File: config.mk
export PLATFORM = sky130hd
export DESIGN_NAME = cmd_fetch_flat
export DESIGN_NICKNAME = d
export VERILOG_FILES = /design/src/rtl/cmd_fetch_if.sv /design/src/rtl/cmd_fetch.sv /design/src/flat_wrapper.sv
export SDC_FILE = /design/constraint.sdc
export NUM_CORES = 1
export LEC_CHECK = 0
export CAP_MARGIN = 25
export CORE_MARGIN = 4
export CORE_UTILIZATION = 49
export CTS_BUF_LIST = sky130_fd_sc_hd__clkbuf_4 sky130_fd_sc_hd__clkbuf_8
export CTS_CLUSTER_DIAMETER = 200
export DETAILED_ROUTE_END_ITERATION = 10
export GPL_ROUTABILITY_DRIVEN = 0
export GPL_TIMING_DRIVEN = 0
export PLACE_DENSITY_LB_ADDON = 0.05
export SYNTH_ARGS = -nofsm -noshare
export SYNTH_HDL_FRONTEND = slang
export SYNTH_SLANG_ARGS = --single-unit
File: constraint.sdc
create_clock -name clk -period 10.3 [get_ports clk]
set_input_delay 1.545 -clock clk [delete_from_list [all_inputs] [get_ports clk]]
set_output_delay 1.545 -clock clk [all_outputs]
set_load 0.01 [all_outputs]
File: src/rtl/cmd_fetch_if.sv
// Bus between the command fetch stage, the command memory and the matrix unit.
// The master side is the fetch stage; the slave side is memory + matrix unit.
interface cmd_fetch_if;
  logic        start;
  logic [31:0] addr1;
  logic [31:0] read0;
  logic [31:0] addr2;
  logic [31:0] read1;
  logic [31:0] read2;
  logic [31:0] read3;
  logic [31:0] read4;
  logic        mode_valid;
  logic [1:0]  mode_value;
  logic        row_valid;
  logic        row_ready;
  logic [31:0] row_data0;
  logic [31:0] row_data1;
  logic [31:0] row_data2;
  logic [31:0] row_data3;
  logic [1:0]  row_idx;
  logic        busy;
  logic        done;
  logic        error;

  modport master (
    input  start, read0, read1, read2, read3, read4, row_ready,
    output addr1, addr2, mode_valid, mode_value, row_valid,
           row_data0, row_data1, row_data2, row_data3, row_idx,
           busy, done, error
  );

  modport slave (
    output start, read0, read1, read2, read3, read4, row_ready,
    input  addr1, addr2, mode_valid, mode_value, row_valid,
           row_data0, row_data1, row_data2, row_data3, row_idx,
           busy, done, error
  );
endinterface

File: src/rtl/cmd_fetch.sv
// Command-stream fetch/decode stage. Walks a combinational-read command memory,
// decodes MATRIX_MODE / LOAD_MATRIX / END and streams 4x4 matrix payload rows
// to the matrix unit over a valid/ready handshake.
module cmd_fetch #(
  parameter logic [31:0] BASE_ADDR = 32'h0,
  parameter int unsigned MAX_CMDS  = 256
) (
  input logic         clk,
  input logic         rst,
  cmd_fetch_if.master bus
);
  localparam logic [31:0] BASE    = {BASE_ADDR[31:2], 2'b00};
  localparam logic [31:0] MAX_CNT = MAX_CMDS;

  typedef enum logic [2:0] {
    S_IDLE,
    S_FETCH,
    S_DECODE,
    S_LOAD,
    S_SEND,
    S_DONE,
    S_ERROR
  } state_t;

  state_t      state, state_nxt;
  logic [31:0] pc;
  logic [31:0] ptr;
  logic [31:0] cmd;
  logic [31:0] cmd_cnt;
  logic        is_end;
  logic        is_mode;
  logic        is_load;
  logic        wd_trip;
  logic        cmd_unused;

  // Opcode decode of the latched command word.
  assign is_end  = (cmd[7:0] == 8'h00);
  assign is_mode = (cmd[7:0] == 8'h10);
  assign is_load = (cmd[7:0] == 8'h13) && cmd[31] && (cmd[15:8] == 8'h10);
  assign wd_trip = (cmd_cnt >= MAX_CNT);
  // Reserved command bits carry no meaning for any supported opcode.
  assign cmd_unused = ^cmd[30:16];

  assign bus.addr1 = pc;
  assign bus.addr2 = ptr;
  assign bus.busy  = (state == S_FETCH) || (state == S_DECODE) ||
                     (state == S_LOAD)  || (state == S_SEND);

  // State register.
  always_ff @(posedge clk or posedge rst) begin
    if (rst) state <= S_IDLE;
    else     state <= state_nxt;
  end

  // Next-state logic; END is checked before the watchdog so it is never counted.
  always_comb begin
    state_nxt = state;
    case (state)
      S_IDLE, S_DONE, S_ERROR: if (bus.start) state_nxt = S_FETCH;
      S_FETCH:  state_nxt = S_DECODE;
      S_DECODE: begin
        if (is_end)       state_nxt = S_DONE;
        else if (wd_trip) state_nxt = S_ERROR;
        else if (is_mode) state_nxt = S_FETCH;
        else if (is_load) state_nxt = S_LOAD;
        else              state_nxt = S_ERROR;
      end
      S_LOAD:   state_nxt = S_SEND;
      S_SEND: begin
        if (bus.row_ready) state_nxt = (bus.row_idx == 2'd3) ? S_FETCH : S_LOAD;
      end
      default:  state_nxt = S_IDLE;
    endcase
  end

  // Command word capture; only consumed in DECODE, so it needs no reset.
  always_ff @(posedge clk) begin
    if (state == S_FETCH) cmd <= bus.read0;
  end

  // Pointers, counters, status flags and registered outputs.
  always_ff @(posedge clk or posedge rst) begin
    if (rst) begin
      pc             <= BASE;
      ptr            <= BASE;
      cmd_cnt        <= '0;
      bus.mode_valid <= 1'b0;
      bus.mode_value <= '0;
      bus.row_valid  <= 1'b0;
      bus.row_data0  <= '0;
      bus.row_data1  <= '0;
      bus.row_data2  <= '0;
      bus.row_data3  <= '0;
      bus.row_idx    <= '0;
      bus.done       <= 1'b0;
      bus.error      <= 1'b0;
    end else begin
      bus.mode_valid <= 1'b0;
      case (state)
        S_IDLE, S_DONE, S_ERROR: begin
          if (bus.start) begin
            pc        <= BASE;
            cmd_cnt   <= '0;
            bus.done  <= 1'b0;
            bus.error <= 1'b0;
          end
        end
        S_FETCH: pc <= pc + 32'd4;
        S_DECODE: begin
          if (state_nxt == S_DONE)  bus.done  <= 1'b1;
          if (state_nxt == S_ERROR) bus.error <= 1'b1;
          if (!is_end && !wd_trip && is_mode) begin
            bus.mode_value <= cmd[9:8];
            bus.mode_valid <= 1'b1;
            cmd_cnt        <= cmd_cnt + 32'd1;
          end
          if (!is_end && !wd_trip && !is_mode && is_load) begin
            ptr         <= pc;
            bus.row_idx <= 2'd0;
            cmd_cnt     <= cmd_cnt + 32'd1;
          end
        end
        S_LOAD: begin
          bus.row_data0 <= bus.read1;
          bus.row_data1 <= bus.read2;
          bus.row_data2 <= bus.read3;
          bus.row_data3 <= bus.read4;
          bus.row_valid <= 1'b1;
        end
        S_SEND: begin
          if (bus.row_ready) begin
            bus.row_valid <= 1'b0;
            ptr           <= ptr + 32'd16;
            if (bus.row_idx == 2'd3) pc <= ptr + 32'd16;
            else                     bus.row_idx <= bus.row_idx + 2'd1;
          end
        end
        default: ;
      endcase
    end
  end
endmodule

File: src/flat_wrapper.sv
// flat-port wrapper written by rule: the top's interface ports become plain ports
module cmd_fetch_flat 
#(
  parameter logic [31:0] BASE_ADDR = 32'h0,
  parameter int unsigned MAX_CMDS  = 256
)
  (clk, rst, bus_start, bus_read0, bus_read1, bus_read2, bus_read3, bus_read4, bus_row_ready, bus_addr1, bus_addr2, bus_mode_valid, bus_mode_value, bus_row_valid, bus_row_data0, bus_row_data1, bus_row_data2, bus_row_data3, bus_row_idx, bus_busy, bus_done, bus_error);
  cmd_fetch_if bus_i ();
  input logic clk;
  input logic rst;
  input wire logic [$bits(bus_i.start)-1:0] bus_start;
  input wire logic [$bits(bus_i.read0)-1:0] bus_read0;
  input wire logic [$bits(bus_i.read1)-1:0] bus_read1;
  input wire logic [$bits(bus_i.read2)-1:0] bus_read2;
  input wire logic [$bits(bus_i.read3)-1:0] bus_read3;
  input wire logic [$bits(bus_i.read4)-1:0] bus_read4;
  input wire logic [$bits(bus_i.row_ready)-1:0] bus_row_ready;
  output wire logic [$bits(bus_i.addr1)-1:0] bus_addr1;
  output wire logic [$bits(bus_i.addr2)-1:0] bus_addr2;
  output wire logic [$bits(bus_i.mode_valid)-1:0] bus_mode_valid;
  output wire logic [$bits(bus_i.mode_value)-1:0] bus_mode_value;
  output wire logic [$bits(bus_i.row_valid)-1:0] bus_row_valid;
  output wire logic [$bits(bus_i.row_data0)-1:0] bus_row_data0;
  output wire logic [$bits(bus_i.row_data1)-1:0] bus_row_data1;
  output wire logic [$bits(bus_i.row_data2)-1:0] bus_row_data2;
  output wire logic [$bits(bus_i.row_data3)-1:0] bus_row_data3;
  output wire logic [$bits(bus_i.row_idx)-1:0] bus_row_idx;
  output wire logic [$bits(bus_i.busy)-1:0] bus_busy;
  output wire logic [$bits(bus_i.done)-1:0] bus_done;
  output wire logic [$bits(bus_i.error)-1:0] bus_error;
  assign bus_i.start = bus_start;
  assign bus_i.read0 = bus_read0;
  assign bus_i.read1 = bus_read1;
  assign bus_i.read2 = bus_read2;
  assign bus_i.read3 = bus_read3;
  assign bus_i.read4 = bus_read4;
  assign bus_i.row_ready = bus_row_ready;
  assign bus_addr1 = bus_i.addr1;
  assign bus_addr2 = bus_i.addr2;
  assign bus_mode_valid = bus_i.mode_valid;
  assign bus_mode_value = bus_i.mode_value;
  assign bus_row_valid = bus_i.row_valid;
  assign bus_row_data0 = bus_i.row_data0;
  assign bus_row_data1 = bus_i.row_data1;
  assign bus_row_data2 = bus_i.row_data2;
  assign bus_row_data3 = bus_i.row_data3;
  assign bus_row_idx = bus_i.row_idx;
  assign bus_busy = bus_i.busy;
  assign bus_done = bus_i.done;
  assign bus_error = bus_i.error;
  cmd_fetch #(.BASE_ADDR(BASE_ADDR), .MAX_CMDS(MAX_CMDS)) u_core (.clk(clk), .rst(rst), .bus(bus_i));
endmodule
-- Yosys cells after proc, flatten, opt, wreduce, memory -nomap -nowiden
Cells that the tools add are included.
Widths: inputs -> output; s select.
- logic and storage cells: 98
- register bits: 267
- bits of input ports: 164
- output and inout bits: 201
- eq/ne operators: 20
- reduce and logical (&&, ||, !) cells: 27
- multiplexer cells: 31
- $lt $le $gt $ge: 1
- add/subtract/negate cells: 4
- operators with widths (kind ; number):
    $mux 32 ; 7
    $pmux 32 s2 ; 2
    $pmux 32 s3 ; 1
    $add 32x1->32 const B ; 1
    $add 32x3->32 const B ; 1
    $add 32x5->32 const B ; 1
    $ge 32x9->1 const B ; 1
    $eq 8x5->1 const B ; 3
    $mux 3 ; 6
    $eq 3x3->1 const B ; 5
    $pmux 3 s5 ; 1
    $ne 2x2->1 const B ; 7
    $reduce_and 3->1 ; 4
    $logic_not 8->1 ; 1
    $mux 2 ; 4
    $reduce_and 4->1 ; 2
    $eq 3x2->1 const B ; 2
    $logic_and 1x1->1 ; 6
    $mux 1 ; 6
    $pmux 1 s2 ; 3
    $reduce_bool 2->1 ; 3
    $pmux 2 s2 ; 1
    $reduce_and 2->1 ; 2
    $eq 3x1->1 const B ; 1
    8 further kinds ; 12

-- Logic depth before layout (Yosys ltp)
Gate-level depths: netlist of run 1.
- depth in word-level cells: 11
- gate-level depth with buffers: 8
- depth with buffers taken out: 6

-- Worst setup path before layout of run 1
OpenSTA, ideal clock, no wires.
- path type: input to register
- start point: in bus_start
- end point: reg u_core.pc[19] (netlist: u_core.bus.addr1[19])
- path slack: 7.252 ns
- stages: 7
- required time: 10.176 ns
- data arrival time: 2.924 ns
- setup time: 0.124 ns
- cells stage by stage: clkbuf_1 nand2_1 a211oi_1 nor2_1 clkbuf_1 a21o_1 a211o_1
- longest elaborated chain between the ends: 2
- RTL lines (element ; line ; RTL):
    from (decl) ; flat_wrapper.sv:11 ; input wire logic [$bits(bus_i.start)-1:0] bus_start;
    $ne 2x2->1 (no source line) ; n/a ;
    $reduce_and 4->1 (no source line) ; n/a ;
    to (signal assigned) ; cmd_fetch.sv:108 ; S_FETCH: pc <= pc + 32'd4;
    to (signal assigned) ; cmd_fetch.sv:134 ; if (bus.row_idx == 2'd3) pc <= ptr + 32'd16;
    to (decl) ; cmd_fetch.sv:26 ; logic [31:0] pc;
Every way passes these cells.
A chain may end at the register's enable or synchronous reset.

-- Worst setup path after layout of run 1
- start point: reg u_core.state[0]
- end point: out bus_busy
- longest elaborated chain between the ends: 4
- elaborated cells on any way between the ends: 7
- those cells by class: eq/ne: 4; reduce/logical: 3
- RTL lines (element ; line ; RTL):
    from (decl) ; cmd_fetch.sv:25 ; state_t state, state_nxt;
    from (signal assigned) ; cmd_fetch.sv:52 ; else state <= state_nxt;
    $eq 3x1->1 / $eq 3x2->1 (equally long branches) ; cmd_fetch.sv:46 ; assign bus.busy = (state == S_FETCH) || (state == S_DECODE) ||
    $logic_or 1x1->1 (2 in series) ; cmd_fetch.sv:46 ;
    $logic_or 1x1->1 (*) ; cmd_fetch.sv:47 ; (state == S_LOAD) || (state == S_SEND);
    to (decl) ; flat_wrapper.sv:28 ; output wire logic [$bits(bus_i.busy)-1:0] bus_busy;
Every way passes the cells marked *; elsewhere a longest branch is shown, timed or not.

==> results.yml, run 1 <==
run_status:
  status: "finished with violations"
  violations: "design-rule violations"
die:
  dieArea_sq_um: 26500
  start_util_pct: 49.8
  num_rows: 56
  design.core.area_sq_um: 23500
  die_x_um: 163
  fp.dieH_um: 163
  pin_count: 365
setup_path:
  crit_path_end_kind: "primary output"
  cp_max_fo: 10
  required_ns: 8.76
  crit_path_max_incr_delay_ns: 0.57
  path_cells: "clkbuf_8 > clkbuf_1 > nor3_1 > nor2_1 > clkdlybuf4s50_1"
  cp-start-kind: "flop"
  crit_slowest_cell: "clkdlybuf4s50_1"
  critPathKind: "reg2out"
  arrival_ns: 2.28
global_route:
  grt_max_degree: 120
  grt_usage_pct: 28.6
  antenna_found_initial: 5
  grt_pass1_wl_um: 59300
  overflow: 0
  grt_pass1_vias: 10264
pwr:
  irDropWorstVdd_v: 0.000203
  p_per_area_nw_per_um2: 290
  p_leak_nw: 6.81
  total_power_w: 0.00483
synth:
  synth.distinct_cells: 77
  yosys.area_share.adder_pct: 0.533
  syn_avg_cell_area_sq_um: 11.6
  ys_async_sr_fraction_pct: 93.3
  synth_xor_area_share_pct: 2.09
  syn_nets: 1183
  synth-compound-area-share_pct: 12.3
  syn_inst: 1014
  synth_top_family_by_area: "simple AND/OR/NAND/NOR gates"
  synth_edf_count: 17
  ys.flop_type: "dfrtp_1"
  yosysWarnings: 0
  syn_area_sq_um: 11700
  synth_simple_gate_area_share_pct: 14.4
  ys_ff_latch: 252
  ys_seq_area_share_pct: 54.5
  muxShareOfSynthArea_pct: 13.0
sta:
  period_share_pct: 37.1
  setup_viol: 0
  min_period_ns: 3.82
  max_freq_mhz: 262
  drv_slew: 0
  slew-limit-headroom_pct: 31.6
  rsz0062_at_grt: "no"
  max_slew.worst_pin.slew_ns: 1.02
  finalClockSkew_ns: 0.0216
  fin_ws_ns: 6.48
  finalHoldViolCount: 0
  whs_ns: 0.476
drt:
  drc: 1
  drt-pass1-iter-count: 9
  wl_met1_um: 14200
  dr_wl_met3_um: 4020
  wl_per_cell_um: 21.8
  wl_met2_um: 18900
  via_per_inst: 5.68
  drtIter0Drc: 809
  top_layer_used: "met5"
  via_count: 10001
  routed_wl_um: 38300
  detail-route-antenna-nets: 0
flow_run:
  cap_violations: 0
cts:
  cts_max_level: 2
  hold_buffers: 0
  cts_num_sinks: 252
  insertion_delay_ns: 0.55
  cts_buffer_depth: 3
  path_clk_slew_ns: 0.06
  cts_tree: "done"
  cts-root-buf: "clkbuf_8"
  post_cts_buffers: 0
  cts_buffers: 43
  cts_resized: 0
placed_design:
  placed_cell_area_sq_um: 15700
  place_hpwl_um: 29000
  dpl_worst_slack_ns: 6.37
  io_buffers: 348
final_layout:
  n_antenna_cell: 0
  num-fill-cells: 1767
  mostFrequentLayoutCell: "clkdlybuf4s50_1"
  final_cell_mix: "348 x clkdlybuf4s50_1, 235 x dfrtp_1, 130 x mux2_2"
  design_area_sq_um: 16600
  area_delta_synth_final_pct: 41.7
  drive_gt1_share_pct: 16.8
  fin_nets: 1580
min_path:
  hold_path.class: "reg2reg"
report_power, final:
part | internal [W] | leakage (nW) | switching, W
Combinational | 0.00115 | 3.27 | 0.00103
Sequential | 0.00138 | 3.05 | 0.000316
Clock | 0.000548 | 0.491 | 0.000399
Total | 0.00308 | 6.81 | 0.00175
layer usage:
metal  up-vias  global-route usage [%]
li1       4558                       -
met1      4806                    34.8
met2       544                    48.4
met3        83                    8.83
met4        10                    9.91
met5         -                       0
cell families after synthesis:
family,count (synthesis)
fa+ha+maj,5
compound gates,203
buf+inv,89
flops,252
xor+xnor,28
simple gates,301
mux,136
area by class of cell:
type | instances | area (sq um) | share of cell area, %
repair buffers | 352 | 3560 | 21.4
plain buffers | 65 | 292 | 1.75
clock buffers | 73 | 898 | 5.40
flip-flops and latches | 252 | 6390 | 38.4
well taps | 319 | 399 | 2.40
multi-input cells | 673 | 4970 | 29.9
clock inverters | 3 | 23.8 | 0.143
inverters | 24 | 97.6 | 0.587
worst max-delay path: cells and delay by family (launching register included):
family / cells / cell delay, ns
buffers and inverters: 3 / 1.10
flip-flops: 1 / 0.34
AND/OR/NAND/NOR: 2 / 0.31
synthesized netlist by cell type (4+ instances only):
cell	number	area (sq um)
a41oi_1	4	35.0
o21ai_0	35	175
a31oi_1	11	68.8
ha_1	5	62.6
dfrtp_1	235	5880
inv_1	24	90.1
nor2_1	51	191
edfxtp_1	17	510
a21oi_1	31	155
and4_1	4	35.0
o221ai_1	5	43.8
xnor2_1	22	193
o31ai_1	7	52.6
o211ai_1	6	45.0
o21a_1	6	45.0
nand4_1	23	144
a21o_1	4	30.0
o2bb2a_1	7	70.1
a22oi_1	13	97.6
nand2_1	66	248
nand3_1	36	180
and3_1	14	87.6
and2_1	28	175
nor4_1	20	125
o22a_1	10	87.6
mux2_2	130	1460
o22ai_1	10	62.6
o311ai_0	4	35.0
o2bb2ai_1	7	61.3
clkbuf_1	51	191
nor3_1	17	85.1
a2bb2oi_1	8	70.1
buf_1	5	18.8
nor4b_1	5	43.8
mux2i_1	6	60.1
or4_1	9	67.6
xor2_1	6	52.6
state kept, by name, indices dropped and copies added, names as in the netlist:
register and flops:
u_core.bus.error 1, u_core.bus.row_data3 32, u_core.bus.row_valid 1, u_core.cmd_cnt 32, u_core.bus.mode_value 2, u_core.state 3, u_core.bus.addr1 32, u_core.bus.done 1
u_core.bus.row_data0 32, u_core.bus.addr2 32, u_core.bus.row_data1 32, u_core.bus.row_idx 2, u_core.cmd 17, u_core.bus.mode_valid 1, u_core.bus.row_data2 32
metrics by stage:
stage	setup TNS [ns]	cells	util (%)
global route	0	1761	70.6
floorplan	0	1014	-
detailed placement	0	1684	66.7
global placement	-205.59	1681	66.3
CTS	0	1760	70.6
finish	0	1761	70.6
worst paths after layout:
check | startpoint | to | slack, ns | depth (start not counted)
min reg2reg | u_core.cmd_cnt[14]$_DFFE_PP0P_ | u_core.cmd_cnt[14]$_DFFE_PP0P_ | 0.48 | 1
min | u_core.cmd_cnt[14]$_DFFE_PP0P_ | u_core.cmd_cnt[14]$_DFFE_PP0P_ | 0.48 | 1
max reg2reg | u_core.cmd[3]$_DFFE_PP_ | u_core.bus.addr2[1]$_DFFE_PP0P_ | 7.55 | 7
min in group asynchronous | rst | u_core.bus.row_data0[16]$_DFFE_PP0P_ | 1.32 | 2
max in group asynchronous | rst | u_core.cmd_cnt[18]$_DFFE_PP0P_ | 7.71 | 4
max | u_core.state[0]$_DFF_PP0_ | bus_busy | 6.48 | 5
(Power assumes the default switching activity.)
==> run 2, diff against run 1 <==
==> constraint.sdc (replaced) <==
create_clock -name clk -period 4 [get_ports clk]
set_input_delay 0.6 -clock clk [delete_from_list [all_inputs] [get_ports clk]]
set_output_delay 0.6 -clock clk [all_outputs]
set_load 0.01 [all_outputs]
==> results.yml, run 2 (synthesis gave the netlist of run 1 again) <==
setup_path:
  crit_path_max_incr_delay_ns: 0.57
  critPathKind: "reg2out"
  crit_slowest_cell: "clkdlybuf4s50_1"
  cp_max_fo: 10
  required_ns: 3.40
  critPathBufInv: 3
  cp-start-kind: "flop"
  crit_path_end_kind: "primary output"
  rrSetupSlack_ns: 1.27
  arrival_ns: 2.28
  path_cells: "clkbuf_8 > clkbuf_1 > nor3_1 > nor2_1 > clkdlybuf4s50_1"
  critical-path-top-delay-family: "buffers and inverters"
die:
  dieArea_sq_um: 26500
  design.core.area_sq_um: 23500
  die_x_um: 163
  pin_count: 365
  num_rows: 56
  fp.dieH_um: 163
  start_util_pct: 49.8
global_route:
  antenna_found_initial: 4
  grt_pass1_wl_um: 57700
  grt_pass1_vias: 10013
  overflow: 0
  grt_max_degree: 42
  grt_usage_pct: 27.8
drt:
  drt-pass1-iter-count: 7
  drtIter0Drc: 1024
  detail-route-antenna-nets: 0
  via_count: 9997
  via_per_inst: 5.64
  wl_per_cell_um: 21.3
  routed_wl_um: 37800
  drc: 0
min_path:
  hold_path.class: "in2async"
sta:
  min_period_ns: 2.88
  finalClockSkew_ns: 0.0204
  max_slew.worst_pin.slew_ns: 0.959
  slew-limit-headroom_pct: 35.5
  max_freq_mhz: 347
  drv_slew: 0
  period_share_pct: 72.0
  finalHoldViolCount: 0
  setup_tns_ns: 0
  rsz0062_at_grt: "no"
  setup_viol: 0
cts:
  path_clk_slew_ns: 0.06
  insertion_delay_ns: 0.54
  cts_buffer_depth: 3
  cts_buffers: 44
  cts_num_sinks: 252
  cts_resized: 0
  post_cts_buffers: 0
  hold_buffers: 0
  cts_max_level: 2
  cts_tree: "done"
  cts-root-buf: "clkbuf_8"
final_layout:
  final_cell_mix: "348 x clkdlybuf4s50_1, 235 x dfrtp_1, 130 x mux2_2"
  mostFrequentLayoutCell: "clkdlybuf4s50_1"
  area_delta_synth_final_pct: 42.4
  drive_gt1_share_pct: 17.0
  multi_input_area_sq_um: 4970
  post-route-util_pct: 71.0
  layoutNonFillerInstCount: 1771
  design_area_sq_um: 16700
  fin_nets: 1585
  seq_area_sq_um: 6390
  num-fill-cells: 1766
run_status:
  status: "complete, no violations"
placed_design:
  io_buffers: 348
  placed_cell_area_sq_um: 15800
  place_hpwl_um: 28800
  place_inst: 1688
pwr:
  irDropWorstVdd_v: 0.000443
  p_leak_nw: 6.85
  p_per_area_nw_per_um2: 746
flow_run:
  cap_violations: 0
run 2: cell count changes in the layout (fill, tap and decap cells not counted), sizes merged:
cell / previous run / this run
buf: 14 / 18
clkbuf: 128 / 129
diode: 0 / 1
inv: 25 / 24
clkinv: 1 / 6
run 2: power by group:
part	leakage [nW]	total (W)	internal (W)	switching (W)
registers	3.05	0.00438	0.00356	0.000815
logic	3.29	0.00562	0.00297	0.00265
clock network	0.503	0.00248	0.00143	0.00105
total	6.85	0.0125	0.00796	0.00452
run 2: layer usage:
layer	share of wire [%]	GRT usage (%)
met1	37	33.7
met2	47	45.4
met3	11	10.1
met4	3.9	11.1
met5	0.15	0
run 2: final cells by class:
| class | instances | area share [%] |
|---|---|---|
| Multi-Input combinational cell | 673 | 29.7 |
| Tap cell | 319 | 2.39 |
| Sequential cell | 252 | 38.2 |
| Clock inverter | 7 | 0.210 |
| Antenna cell | 1 | 0.0150 |
| Timing Repair Buffer | 356 | 21.7 |
| Clock buffer | 74 | 5.42 |
| Buffer | 65 | 1.74 |
| Inverter | 24 | 0.562 |
run 2: stage by stage:
step	setup slack, ns	hold slack (ns)	power, W
floorplan	0.322	0.444	0.00694
global placement	-1.57	0.461	0.00987
detailed placement	1.01	0.463	0.0100
CTS	1.09	0.463	0.0125
global route	0.999	0.488	0.0131
finish	1.12	0.473	0.0125
run 2: worst register-to-register path: stages (launching register included):
cell and delay (ns):
edfxtp_1 0.39, or4_4 0.56, nor4_4 0.49, nand4_2 0.26, buf_2 0.28, clkbuf_1 0.34, nand3b_1 0.19, o31ai_1 0.08
run 2: final timing paths:
| path | end | start | cells after the start |
|---|---|---|---|
| max in group asynchronous | u_core.cmd_cnt[18]$_DFFE_PP0P_ | rst | 5 |
| setup reg to reg | u_core.bus.row_idx[0]$_DFFE_PP0P_ | u_core.cmd[3]$_DFFE_PP_ | 7 |
| setup / recovery | bus_busy | u_core.state[0]$_DFF_PP0_ | 5 |
| hold / removal | u_core.bus.addr2[15]$_DFFE_PP0P_ | rst | 2 |
| hold reg to reg | u_core.bus.row_valid$_DFFE_PP0P_ | u_core.bus.row_valid$_DFFE_PP0P_ | 2 |
| min in group clk | u_core.bus.row_valid$_DFFE_PP0P_ | u_core.bus.row_valid$_DFFE_PP0P_ | 2 |
==> run 3, diff against run 2 <==
==> constraint.sdc (replaced) <==
create_clock -name clk -period 2.9 [get_ports clk]
set_input_delay 0.435 -clock clk [delete_from_list [all_inputs] [get_ports clk]]
set_output_delay 0.435 -clock clk [all_outputs]
set_load 0.01 [all_outputs]
==> results of run 3 <==
Same layout as run 2 (identical final DEF). Status: complete, no violations.
Main changes from that run: setup slack after placement 1.01 ns -> 0.0762 ns; setup slack after layout 1.12 ns -> 0.174 ns; hold slack 0.473 ns -> 0.308 ns; start point of the critical path u_core.state[0]$_DFF_PP0_ -> u_core.cmd[3]$_DFFE_PP_; end point of the critical path bus_busy -> u_core.bus.row_idx[0]$_DFFE_PP0P_; register-to-register setup slack 1.27 ns -> 0.17 ns; total power 0.0125 W -> 0.0172 W; worst IR drop on VDD 0.000443 V -> 0.000611 V
